===== config.mk =====
export PLATFORM = sky130hd
export DESIGN_NAME = tx_arbiter
export DESIGN_NICKNAME = d
export VERILOG_FILES = /design/src/rtl/tx_arbiter.sv
export SDC_FILE = /design/constraint.sdc
export NUM_CORES = 1
export LEC_CHECK = 0
export CAP_MARGIN = 0
export CORE_MARGIN = 2
export CORE_UTILIZATION = 51
export CTS_CLUSTER_SIZE = 8
export DETAILED_ROUTE_END_ITERATION = 7
export HOLD_SLACK_MARGIN = 0.15
export PLACE_DENSITY_LB_ADDON = 0.1
export SLEW_MARGIN = 20
export SYNTH_ARGS = -nofsm -noshare
export SYNTH_HDL_FRONTEND = slang
export SYNTH_SLANG_ARGS = --single-unit

===== constraint.sdc =====
create_clock -name clk -period 3.23 [get_ports clk]
set_clock_uncertainty 0.15 [all_clocks]
set_input_delay 0.323 -clock clk [delete_from_list [all_inputs] [get_ports clk]]
set_output_delay 0.323 -clock clk [all_outputs]
set_load 0.01 [all_outputs]

===== src/rtl/tx_arbiter.sv =====
// Two-requester round-robin arbiter feeding a byte-serial transmitter.
// Each grant launches one frame, followed by an enforced idle gap.
module tx_arbiter #(
  parameter int FRAME_CYCLES = 30,
  parameter int GAP_CYCLES   = 2
) (
  input  logic       clk,
  input  logic       rst_n,
  input  logic       req0,
  input  logic [7:0] data0,
  input  logic       req1,
  input  logic [7:0] data1,
  output logic       ack0,
  output logic       ack1,
  output logic       tx_start,
  output logic [7:0] tx_data,
  output logic       busy,
  output logic       grant_id
);

  localparam logic [1:0] IDLE  = 2'd0;
  localparam logic [1:0] FRAME = 2'd1;
  localparam logic [1:0] GAP   = 2'd2;

  localparam logic [7:0] FRAME_LOAD = 8'(FRAME_CYCLES - 1);
  localparam logic [7:0] GAP_LOAD   = (GAP_CYCLES == 0) ? 8'd0 : 8'(GAP_CYCLES - 1);

  logic [1:0] state;
  logic [7:0] cnt;
  logic       last;
  logic       pick;

  // On a tie the requester that did not win last time goes first.
  always_comb begin
    pick = req1;
    if (req0 && req1) pick = ~last;
  end

  always_ff @(posedge clk or negedge rst_n) begin
    if (!rst_n) begin
      state    <= IDLE;
      cnt      <= 8'd0;
      last     <= 1'b1;
      ack0     <= 1'b0;
      ack1     <= 1'b0;
      tx_start <= 1'b0;
      tx_data  <= 8'h00;
      busy     <= 1'b0;
      grant_id <= 1'b0;
    end else begin
      ack0     <= 1'b0;
      ack1     <= 1'b0;
      tx_start <= 1'b0;
      case (state)
        IDLE: begin
          if (req0 || req1) begin
            ack0     <= ~pick;
            ack1     <= pick;
            tx_start <= 1'b1;
            tx_data  <= pick ? data1 : data0;
            grant_id <= pick;
            last     <= pick;
            cnt      <= FRAME_LOAD;
            state    <= FRAME;
            busy     <= 1'b1;
          end
        end
        FRAME: begin
          if (cnt == 8'd0) begin
            if (GAP_CYCLES == 0) begin
              state <= IDLE;
              busy  <= 1'b0;
            end else begin
              state <= GAP;
              cnt   <= GAP_LOAD;
            end
          end else begin
            cnt <= cnt - 8'd1;
          end
        end
        GAP: begin
          // Expiry edge only returns to IDLE; arbitration waits one more edge.
          if (cnt == 8'd0) begin
            state <= IDLE;
            busy  <= 1'b0;
          end else begin
            cnt <= cnt - 8'd1;
          end
        end
        default: begin
          state <= IDLE;
          busy  <= 1'b0;
        end
      endcase
    end
  end

endmodule

# Word level (Yosys, flattened, before mapping)

Cells that the tools add are included.

Flip-flop bits (word level): 24
Output and inout bits: 13

$add $sub $neg: 1
Eq/ne operators: 6
Muxes and demuxes: 19
Bitwise logic cells: 3
Reduce and logical (&&, ||, !) cells: 9

Operator list:

| cell                | number |
|---|---|
| $mux 8              | 4 |
| $pmux 8 s3          | 1 |
| $mux 1              | 9 |
| $reduce_and 3->1    | 3 |
| $logic_not 8->1     | 1 |
| $ne 2x2->1 const B  | 4 |
| $sub 8x1->8 const B | 1 |
| $mux 2              | 3 |
| $pmux 2 s3          | 1 |
| $not 1->1           | 3 |
| $pmux 1 s3          | 1 |
| $reduce_bool 3->1   | 1 |
| $eq 2x1->1 const B  | 1 |
| $eq 2x2->1 const B  | 1 |
| $logic_not 2->1     | 1 |
| $reduce_and 2->1    | 1 |
| $logic_and 1x1->1   | 1 |
| $logic_or 1x1->1    | 1 |

# Depth between registers and ports, before layout

Depth in word-level cells: 5
Gate-level depth with buffers: 6
Gate-level depth less buffers: 6

# Least setup slack after synthesis

Ideal clock, no wire load.

Kind: reg2reg
Start point: reg state[0]
End point: reg busy
Library setup time: 0.125 ns
Arrival: 1.618 ns
Data required time: 2.955 ns
Setup slack: 1.337 ns
Cell stages (with the launch flop): 6
Buffers on the path: 0
Path through: dfrtp_1 -> inv_1 -> ha_1 -> nor3b_1 -> a211o_1 -> mux2_4

Word-level cells in the longest chain between the ends: 3
Elaborated cells on any way between the ends: 8

RTL lines:

| item                                                            | RTL line | RTL |
|---|---|---|
| start: declaration                                              | 28       | `logic [1:0] state;` |
| start signal: assignment                                        | 41       | `state <= IDLE;` |
| start signal: assignment                                        | 64       | `state <= FRAME;` |
| start signal: assignment                                        | 71       | `state <= IDLE;` |
| $eq 2x2->1 (tied with other cells)                              | 54       | `case (state)` |
| $ne 2x2->1 (no source line) / $not 1->1 (equally long branches) | -        |  |
| $reduce_and 3->1 (no source line)                               | -        |  |
| end signal: assignment                                          | 48       | `busy <= 1'b0;` |
| end signal: assignment                                          | 65       | `busy <= 1'b1;` |
| end signal: assignment                                          | 72       | `busy <= 1'b0;` |
| end: declaration                                                | 17       | `output logic busy,` |

Several ways; a longest one is shown, not always the timed one.
A chain may end at the register's enable or synchronous reset.

# Worst setup path after layout

Start point: reg state[1]
End point: reg cnt[7]

Word-level cells in the longest chain between the ends: 3
Elaborated cells on any way between the ends: 8

RTL lines:

| item                                                                    | RTL line | RTL |
|---|---|---|
| $eq 2x2->1 (tied with other cells)                                      | 54       |  |
| $ne 2x2->1 (no source line) / $reduce_bool 3->1 (equally long branches) | -        |  |
| $reduce_and 3->1 (no source line)                                       | -        |  |
| end signal: assignment                                                  | 78       | `cnt <= cnt - 8'd1;` |
| end signal: assignment                                                  | 87       | `cnt <= cnt - 8'd1;` |
| end: declaration                                                        | 29       | `logic [7:0] cnt;` |

Several ways; a longest one is shown, not always the timed one.

==> metrics.csv <==
metric,value,unit
synth.distinct_cells,42,
grt_pass1_wl,4750,µm
dieArea,0.00288,mm²
post-place-ws,1.05,ns
rows,17,
p_total,1.43,mW
hold_ws,0.345,ns
synth_seq_area_share,0.479,
cts_tree,yes,
avgSynthCellArea,10.6,µm²
ys.warnings.count,0,
cts_max_level,1,
grt_pass1_vias,1091,
synthesis.nets,145,
ys_ff_latch,24,
placed_area,0.00161,mm²
layout_min_cycle_time,2.18,ns
power_density,871,mW/mm²
arrival,2.27,ns
gp_congestion,0.898,
yosys.cell_count.top_type,dfrtp_1,
drive_gt1_frac,0.0968,
track_usage,0.227,
area_delta_synth_final,30.7,%
antenna_found_initial,0,
stdcell_area,0.00164,mm²
syn_area,0.00126,mm²
synth.top_cell.area_share,0.458,
clockBufferDepth,2,
async_flop_share,1.00,
status,"complete, no violations",
syn_inst,119,
cts_resized,0,
cts.sinks,24,
cpMaxStageDelayCell,nor3b_1,
r2r_setup_slack,1.05,ns
hold_viol_final,0,
synth_edf_count,0,
cap_violations,0,
r2r_cells,6,
io_pins,33,
drt_wl_total,2790,µm
cp-startpoint,state[1],
wl_per_cell,15.2,µm
critPathMaxStageDelay,0.61,ns
die_w,53.7,µm
clkLatencyLatePin,0.31,ns
worst_pin_slew,0.952,ns
synth.area.top_cells,"dfrtp_1, ha_1, mux2i_1",
yosysTopAreaCell,dfrtp_1,
timing.rr.start,state[1],
grt_remaining_overflow,0,
cp-end-kind,register,
setup_violations,0,
tns,0,ns
root_buffer,clkbuf_4,
first_pass_iters,4,
grt_max_degree,25,
clkTransAtPathRegs,0.13,ns
drc_errors,0,
cp-endpoint,cnt[7],
drtIter0Drc,38,
clock.fmax,0.458,GHz
r2r-end,cnt[7],
placed_cells,178,
cts_buffers,3,
rsz0062_at_grt,false,
p_leak,0.728,nW
final.period_utilization,0.675,
cp_data_required_time,3.32,ns
setup_ws,1.05,ns
min_delay_path_depth,2,
path_max_fanout,7,
slew_violations,0,
postRouteAntennaNets,0,
portBuffers,32,
hold_class,reg2reg,
vias,1094,
ys.flop_type,dfrtp_1,
synth_commonest_cells,"dfrtp_1, inv_1, nand2_1",
diodes,0,
path_cells,inv_1 > ha_1 > nor3b_1 > a311o_1 > a31oi_1 > mux2i_1,
final_core_util,0.722,
slew_headroom,0.359,
vdd_ir_drop_max,0.581,mV
avgViaCountPerCell,5.98,
die_y,53.7,µm
dp_hpwl,2160,µm
worstSetupPathType,reg2reg,
crit_path_start_kind,register,
nets,182,
stdcell_count,183,
coreArea,0.00228,mm²
start_util,0.553,
[repair_timing]
action,in CTS,in global routing
buffers inserted,0,0
endpoints found under the hold margin,0,23
hold buffers,0,1
[how the worst min path moves through the flow]
stage / start / slack, ns / endpoint
final: tx_data[7] / 0.35 / tx_data[7]
after global routing: tx_data[3] / 0.39 / tx_data[3]
after CTS: tx_data[7] / 0.35 / tx_data[7]
after detailed placement: grant_id / 0.32 / grant_id
after global placement: tx_data[7] / 0.31 / tx_data[7]
after floorplan: rst_n / -0.12 / ack0
[layout make-up]
| cell class | count | area, µm² |
|---|---|---|
| repair buffers | 34 | 333 |
| flip-flops and latches | 24 | 602 |
| clock buffers | 4 | 26.3 |
| fillers | 171 | 632 |
| well taps | 28 | 35.0 |
| inverters | 11 | 41.3 |
| multi-input cells | 82 | 607 |
[power by group]
part           internal, mW  total (mW)  leakage [nW]  switching [mW]
sequential            0.430       0.529         0.296          0.0989
clock                0.0481       0.134        0.0150          0.0854
combinational         0.386       0.769         0.417           0.383
[logic make-up (layout without fill, tap and decap cells)]
| logic type | Yosys count | after routing | share of synthesized area |
|---|---|---|---|
| buf+inv | 13 | 49 | 0.0388 |
| fa+ha+maj | 6 | 6 | 0.0597 |
| simple gates | 34 | 34 | 0.161 |
| compound gates | 33 | 33 | 0.185 |
| mux | 9 | 9 | 0.0766 |
| flops | 24 | 24 | 0.479 |
[flip-flops by register name, summed over array words and instances, names as in the netlist]
signal	flops
last	1
state	2
ack1	1
busy	1
tx_data	8
cnt	8
tx_start	1
ack0	1
grant_id	1
[cell usage in the layout, fill, tap and decap left out, drive strengths merged, types with 3 or more instances in the layout]
cell type,n
clkdlybuf4s50,31
dfrtp,23
inv,11
nand2,10
o21ai,9
mux2i,7
nor2,6
ha,6
a21oi,4
clkbuf,4
a222oi,3
nor3b,3
a31oi,3
a21o,3
[worst max-delay path: cells and delay by family, from the launching register on]
kind,cells,cell delay (ns)
fa+ha+maj,1,0.24
compound gates,2,0.42
mux,1,0.17
flops,1,0.44
simple gates,1,0.61
buf+inv,1,0.10
[per-layer routing]
metal | up-vias | global-route usage | part of all wire
met4 | 0 | 0.0598 | 0.0029
met2 | 47 | 0.418 | 0.50
met1 | 535 | 0.272 | 0.43
li1 | 510 | - | -
met3 | 2 | 0.0389 | 0.066
met5 | - | 0 | 0
(Power assumes the default switching activity.)
==> RTL edit 1 (config.mk and constraints unchanged) <==
Make the reset (`rst_n`) synchronous in one clocked block.
--- a/src/rtl/tx_arbiter.sv
+++ b/src/rtl/tx_arbiter.sv
@@ -37,5 +37,5 @@
   end
 
-  always_ff @(posedge clk or negedge rst_n) begin
+  always_ff @(posedge clk) begin
     if (!rst_n) begin
       state    <= IDLE;
Behaviour: differs if rst_n is asserted again (counterexample within 4 cycles, from zero or initial values and one cycle with rst_n low); with rst_n held inactive, the same outputs for 10 cycles.
==> RTL edit 1 against the original RTL <==
  * Setup slack worse by 0.13 ns
  * Final area is 0.46% higher
  * Total power is 9.8% lower
  * Synthesized area hardly changed
  * Via count is 5.8% higher
  * Critical path type unchanged
  * Combinational power is 20% lower
  * Critical endpoint is now cnt[4]$_SDFFE_PN0P_
  * Global-route usage is 1.9 points lower
  * Wire length is 0.86% lower
  * Core utilization is 0.33 points higher
  * Sequential cell count stayed put
==> RTL edit 1: results (changes against the original RTL) <==
----------------------------------------------------
[Synth]
  Synthesized netlist net count ... 165 (was 145)
  Register area share after synthesis ... 38.2% (was 47.9%)
  Most numerous cell types in the synthesized netlist ... dfxtp_1 (24), nor2_1 (12), o21ai_0 (10) (was dfrtp_1 (23), inv_1 (11), nand2_1 (9))
  Proportion of register bits with asynchronous set or reset after synthesis ... 0% (was 100%)
  Count of distinct cell types in the synthesized netlist ... 40 (was 42)
  Area contributors post-synth ... dfxtp_1 (38%), mux2i_1 (7.2%), ha_1 (6.0%), a211oi_1 (5.4%), o21ai_0 (4.0%) (was dfrtp_1 (46%), ha_1 (6.0%), mux2i_1 (5.6%), inv_1 (3.3%), o21ai_0 (3.2%))
  Ys flop type ... dfxtp_1 (was dfrtp_1)

[Detailed routing]
  Length of routed wiring on met1 ... 1.21 mm (was 1.19 mm)
  Total number of vias ... 1157 (was 1094)
  Met2 wirelength from detailed routing ... 1.42 mm (was 1.41 mm)
  First DRT Iteration DRCs ... 35 (was 38)
  Met3 layer wire length in the routed design ... 121 um (was 184 um)
  Wirelength per Cell ... 14.0 um (was 15.2 um)
  Detailed-router iteration count before antenna repair ... 4 (unchanged)

[STA]
  Fmax ... 432 MHz (was 458 MHz)
  Worst hold margin ... 0.323 ns (was 0.345 ns)

[Hold path]
  Startpoint of the most critical hold path ... busy$_SDFFE_PN0P_ (was tx_data[7]$_DFFE_PN0P_)
  Worst Hold End ... busy$_SDFFE_PN0P_ (was tx_data[7]$_DFFE_PN0P_)

[GRT]
  Maximum number of pins on one net before global-route repair ... 20 (was 25)
  Overall Global Routing Usage ... 20.8% (was 22.7%)
  Vias in the first global route ... 1023 (was 1091)
  First-pass GRT wire length ... 4.38 mm (was 4.75 mm)

[Power and ir drop]
  Pleak ... 0.629 nW (was 0.728 nW)
  Highest ir drop seen on vdd ... 0.810 mV (was 0.581 mV)

[Setup path]
  Slack of the worst reg-to-reg path ... 0.92 ns (was 1.05 ns)
  R2R Path Start ... state[1]$_SDFFE_PN0P_ (was state[1]$_DFFE_PN0P_)
  Max incr delay on CP ... 0.63 ns (was 0.61 ns)
  Critical Path AT ... 2.38 ns (was 2.27 ns)

[Layout]
  Layout net count ... 197 (was 182)
  Fill count ... 163 (was 171)
  Fraction of final layout cells with drive strength greater than 1 ... 5.29% (was 9.68%)

[Run status]
  Result of the run ... completed (unchanged)

[Place]
  Weighted congestion reported at the end of routability-driven placement ... 0.764 (was 0.898)
  Worst slack after detailed placement ... 0.564 ns (was 1.05 ns)
  Half-perimeter wire length of the detailed placement result ... 2.12 mm (was 2.16 mm)

----------------------------------------------------
==> RTL edit 1: cell types whose count changed in the layout (fill, tap and decap cells not counted), sizes merged, moves of 4 or more <==
cell	change
nor2	+6
a211oi	+10
dfxtp	+24
inv	-4
nand2	-5
dfrtp	-23
==> RTL edit 1: metrics by stage <==
step	total power, mW	cells	area [um2]	utilization [%]
finish	1.29	198	1650	72.6
global placement	1.05	194	1590	70.0
detailed placement	1.07	194	1590	70.0
floorplan	0.870	139	1260	-
global route	1.39	198	1650	72.6
CTS	1.29	198	1650	72.3
==> RTL edit 1: logic make-up after synthesis <==
logic type      count (synthesis)  synth area share, %
simple gates                   44                 21.0
compound gates                 43                 23.5
flops                          24                 38.2
buf+inv                        13                 4.08
mux                             9                 7.17
fa+ha+maj                       6                 5.98
==> RTL edit 1: worst max-delay path: cells and delay by family (launching register included) <==
family	cells	cell delay (ns)
compound gates	2	0.47
fa+ha+maj	1	0.25
buf+inv	1	0.09
flops	1	0.36
simple gates	2	0.90
==> RTL edit 1: layer usage <==
| metal | vias to the layer above | GRT usage, % |
|---|---|---|
| met4 | 0 | 5.13 |
| li1 | 586 | - |
| met5 | - | 0 |
| met1 | 543 | 25.0 |
| met2 | 26 | 37.2 |
| met3 | 2 | 4.72 |
==> RTL edit 1: final cells by class <==
class	count	area (um2)	area share (%)
clock buffer	3	22.5	1.36
clock inverter	1	30.0	1.82
inverter	7	26.3	1.59
multi-input combinational	102	729	44.2
sequential	24	480	29.1
tap	28	35.0	2.12
timing repair buffer	33	328	19.8
==> RTL edit 1: report_power, final <==
part / total [mW] / switching [mW] / internal [mW]
registers: 0.462 / 0.0800 / 0.382
logic: 0.614 / 0.317 / 0.297
clock network: 0.216 / 0.0903 / 0.125
total: 1.29 / 0.487 / 0.805
==> RTL edit 2 (same flow settings) <==
Made on the original files. `FRAME_CYCLES`: 30 -> 15.
--- a/src/rtl/tx_arbiter.sv
+++ b/src/rtl/tx_arbiter.sv
@@ -2,5 +2,5 @@
 // Each grant launches one frame, followed by an enforced idle gap.
 module tx_arbiter #(
-  parameter int FRAME_CYCLES = 30,
+  parameter int FRAME_CYCLES = 15,
   parameter int GAP_CYCLES   = 2
 ) (
Formal check against the unedited RTL: no difference found for any inputs over 10 cycles, from zero or initial values and one cycle with rst_n low; that may be too few to reach the edited logic, so the function may still have changed.
==> RTL edit 2 against the original RTL <==
  * Sequential power up 3%
  * Worst hold slack got worse by 0.14 ns
  * Setup slack got worse by 0.088 ns
  * Total power rose by 4.0%
  * Sequential share of layout area shrank 0.25 points
  * Wire length down 4.1%
  * Combinational power increased by 5.5%
  * Sequential cell count is the same
  * Synthesized area is 1.7% higher
  * Core utilization shrank 4.2 points
  * Final area grew 0.68%
  * Largest power group unchanged
  * Highest routed layer unchanged
==> RTL edit 2: results (changes against the original RTL) <==
----------------------------------------------------
[Run status]
  Result of the run ... completed (unchanged)

[Hold path]
  Hold Path Class ... primary input to async pin (was flip-flop to flip-flop)

[CTS]
  Number of CTS-inserted buffers ... 3 (unchanged)
  Htree depth ... 1 (unchanged)
  Maximum buffer depth of the clock tree ... 2 (unchanged)
  Clock Pin Slew Worst Setup and Hold Paths ... 0.13 ns (about the same)
  Insertion delay of the later-clocked pin in the worst-skew pair ... 0.31 ns (about the same)
  Clk Tree Root Cell ... clkbuf_4 (unchanged)

[Power and ir drop]
  Highest ir drop seen on vdd ... 0.525 mV (was 0.581 mV)
  Pleak ... 0.743 nW (was 0.728 nW)

[STA]
  Post-route minimum period ... 2.27 ns (was 2.18 ns)
  Headroom to the max-slew limit ... 47.7% (was 35.9%)

[GRT]
  Maximum number of pins on one net before global-route repair ... 25 (unchanged)
  First-pass GRT wire length ... 4.28 mm (was 4.75 mm)
  Overall Global Routing Usage ... 20.2% (was 22.7%)
  Vias in the first global route ... 991 (was 1091)

[Setup path]
  Slowest stage cell, crit path ... nor3_1 (was nor3b_1)
  Critical Path AT ... 2.35 ns (was 2.27 ns)
  Max incr delay on CP ... 0.66 ns (was 0.61 ns)
  Category of cells accounting for the largest share of critical-path delay ... simple AND/OR/NAND/NOR gates (unchanged)
  Last element of the critical path ... cnt[6]$_DFFE_PN0P_ (was cnt[7]$_DFFE_PN0P_)
  Endpoint class of the critical path ... flip-flop (unchanged)
  Slack of the worst reg-to-reg path ... 0.96 ns (was 1.05 ns)
  Cells on worst reg2reg path ... 6 (unchanged)
  R2R Path Start ... state[0]$_DFFE_PN0P_ (was state[1]$_DFFE_PN0P_)

[Detailed routing]
  First DRT Iteration DRCs ... 35 (was 38)
  Wirelength per Cell ... 14.1 um (was 15.2 um)
  Via-to-Cell Ratio ... 5.75 (was 5.98)
  Detailed-router iteration count before antenna repair ... 5 (was 4)

[Synth]
  Total number of yosys warnings ... 0 (unchanged)
  Synthesized netlist net count ... 151 (was 145)
  Area contributors post-synth ... dfrtp_1 (45%), ha_1 (5.9%), mux2i_1 (4.7%), a31oi_1 (3.9%), o21ai_0 (3.9%) (was dfrtp_1 (46%), ha_1 (6.0%), mux2i_1 (5.6%), inv_1 (3.3%), o21ai_0 (3.2%))
  Count of distinct cell types in the synthesized netlist ... 38 (was 42)
  Most numerous cell types in the synthesized netlist ... dfrtp_1 (23), inv_1 (11), o21ai_0 (10) (was dfrtp_1 (23), inv_1 (11), nand2_1 (9))
  Register area share after synthesis ... 47.1% (was 47.9%)

[Layout]
  Fraction of final layout cells with drive strength greater than 1 ... 6.92% (was 9.68%)
  Largest registers ranked by flip-flop count ... cnt: 8 flops, tx_data: 8 flops, state: 2 flops (unchanged)
  Layout net count ... 186 (was 182)
  Fill count ... 187 (was 171)

[Place]
  Weighted congestion reported at the end of routability-driven placement ... 0.796 (was 0.898)
  Number of buffers inserted by port buffering ... 32 (unchanged)
  Worst slack after detailed placement ... 1.03 ns (was 1.05 ns)
  Half-perimeter wire length of the detailed placement result ... 1.99 mm (was 2.16 mm)

----------------------------------------------------
==> RTL edit 2: per-stage QoR <==
stage	util, %	cell area, um2	cells	total power, mW	hold slack, ns
global route	68.1	1660	189	1.61	0.238
floorplan	-	1280	125	1.06	-0.123
detailed placement	67.0	1630	185	1.35	0.320
global placement	67.0	1630	185	1.33	0.309
CTS	68.1	1660	189	1.49	0.200
finish	68.1	1660	189	1.49	0.205
==> RTL edit 2: worst register-to-register path: cells and delay by family (launching register included) <==
kind,cells,cell delay (ns)
simple gates,2,0.83
buf+inv,1,0.08
fa+ha+maj,1,0.36
compound gates,2,0.36
flops,1,0.42
==> RTL edit 2: per-layer routing <==
metal | up-vias | track usage [%] | wire [um]
li1 | 526 | - | -
met1 | 518 | 24.8 | 1210
met2 | 41 | 35.0 | 1280
met3 | 2 | 4.44 | 168
met4 | 0 | 7.08 | 10
met5 | - | 0 | 0
==> RTL edit 2: area by class of cell <==
type / instances / area [um2] / area share (%)
Tap cell: 30 / 37.5 / 2.27
Clock buffer: 4 / 26.3 / 1.59
Multi-Input combinational cell: 86 / 613 / 37.0
Inverter: 11 / 41.3 / 2.49
Sequential cell: 24 / 602 / 36.4
Timing Repair Buffer: 34 / 335 / 20.3
==> RTL edit 2: report_power, final <==
part | switching, mW | internal [mW] | leakage [nW]
sequential | 0.109 | 0.434 | 0.298
clock | 0.0869 | 0.0481 | 0.0150
combinational | 0.405 | 0.406 | 0.431
==> RTL edit 2: cell families (layout without fill, tap and decap cells) <==
logic type / after synthesis / count (layout) / synth area share, %
adders and majority gates: 6 / 6 / 5.87
buffers and inverters: 15 / 49 / 4.99
AOI/OAI and AO/OA: 37 / 37 / 19.4
muxes: 8 / 8 / 6.75
DFF: 24 / 24 / 47.1
xor gates and xnor gates: 1 / 1 / 0.685
and+or+nand+nor: 34 / 34 / 15.3
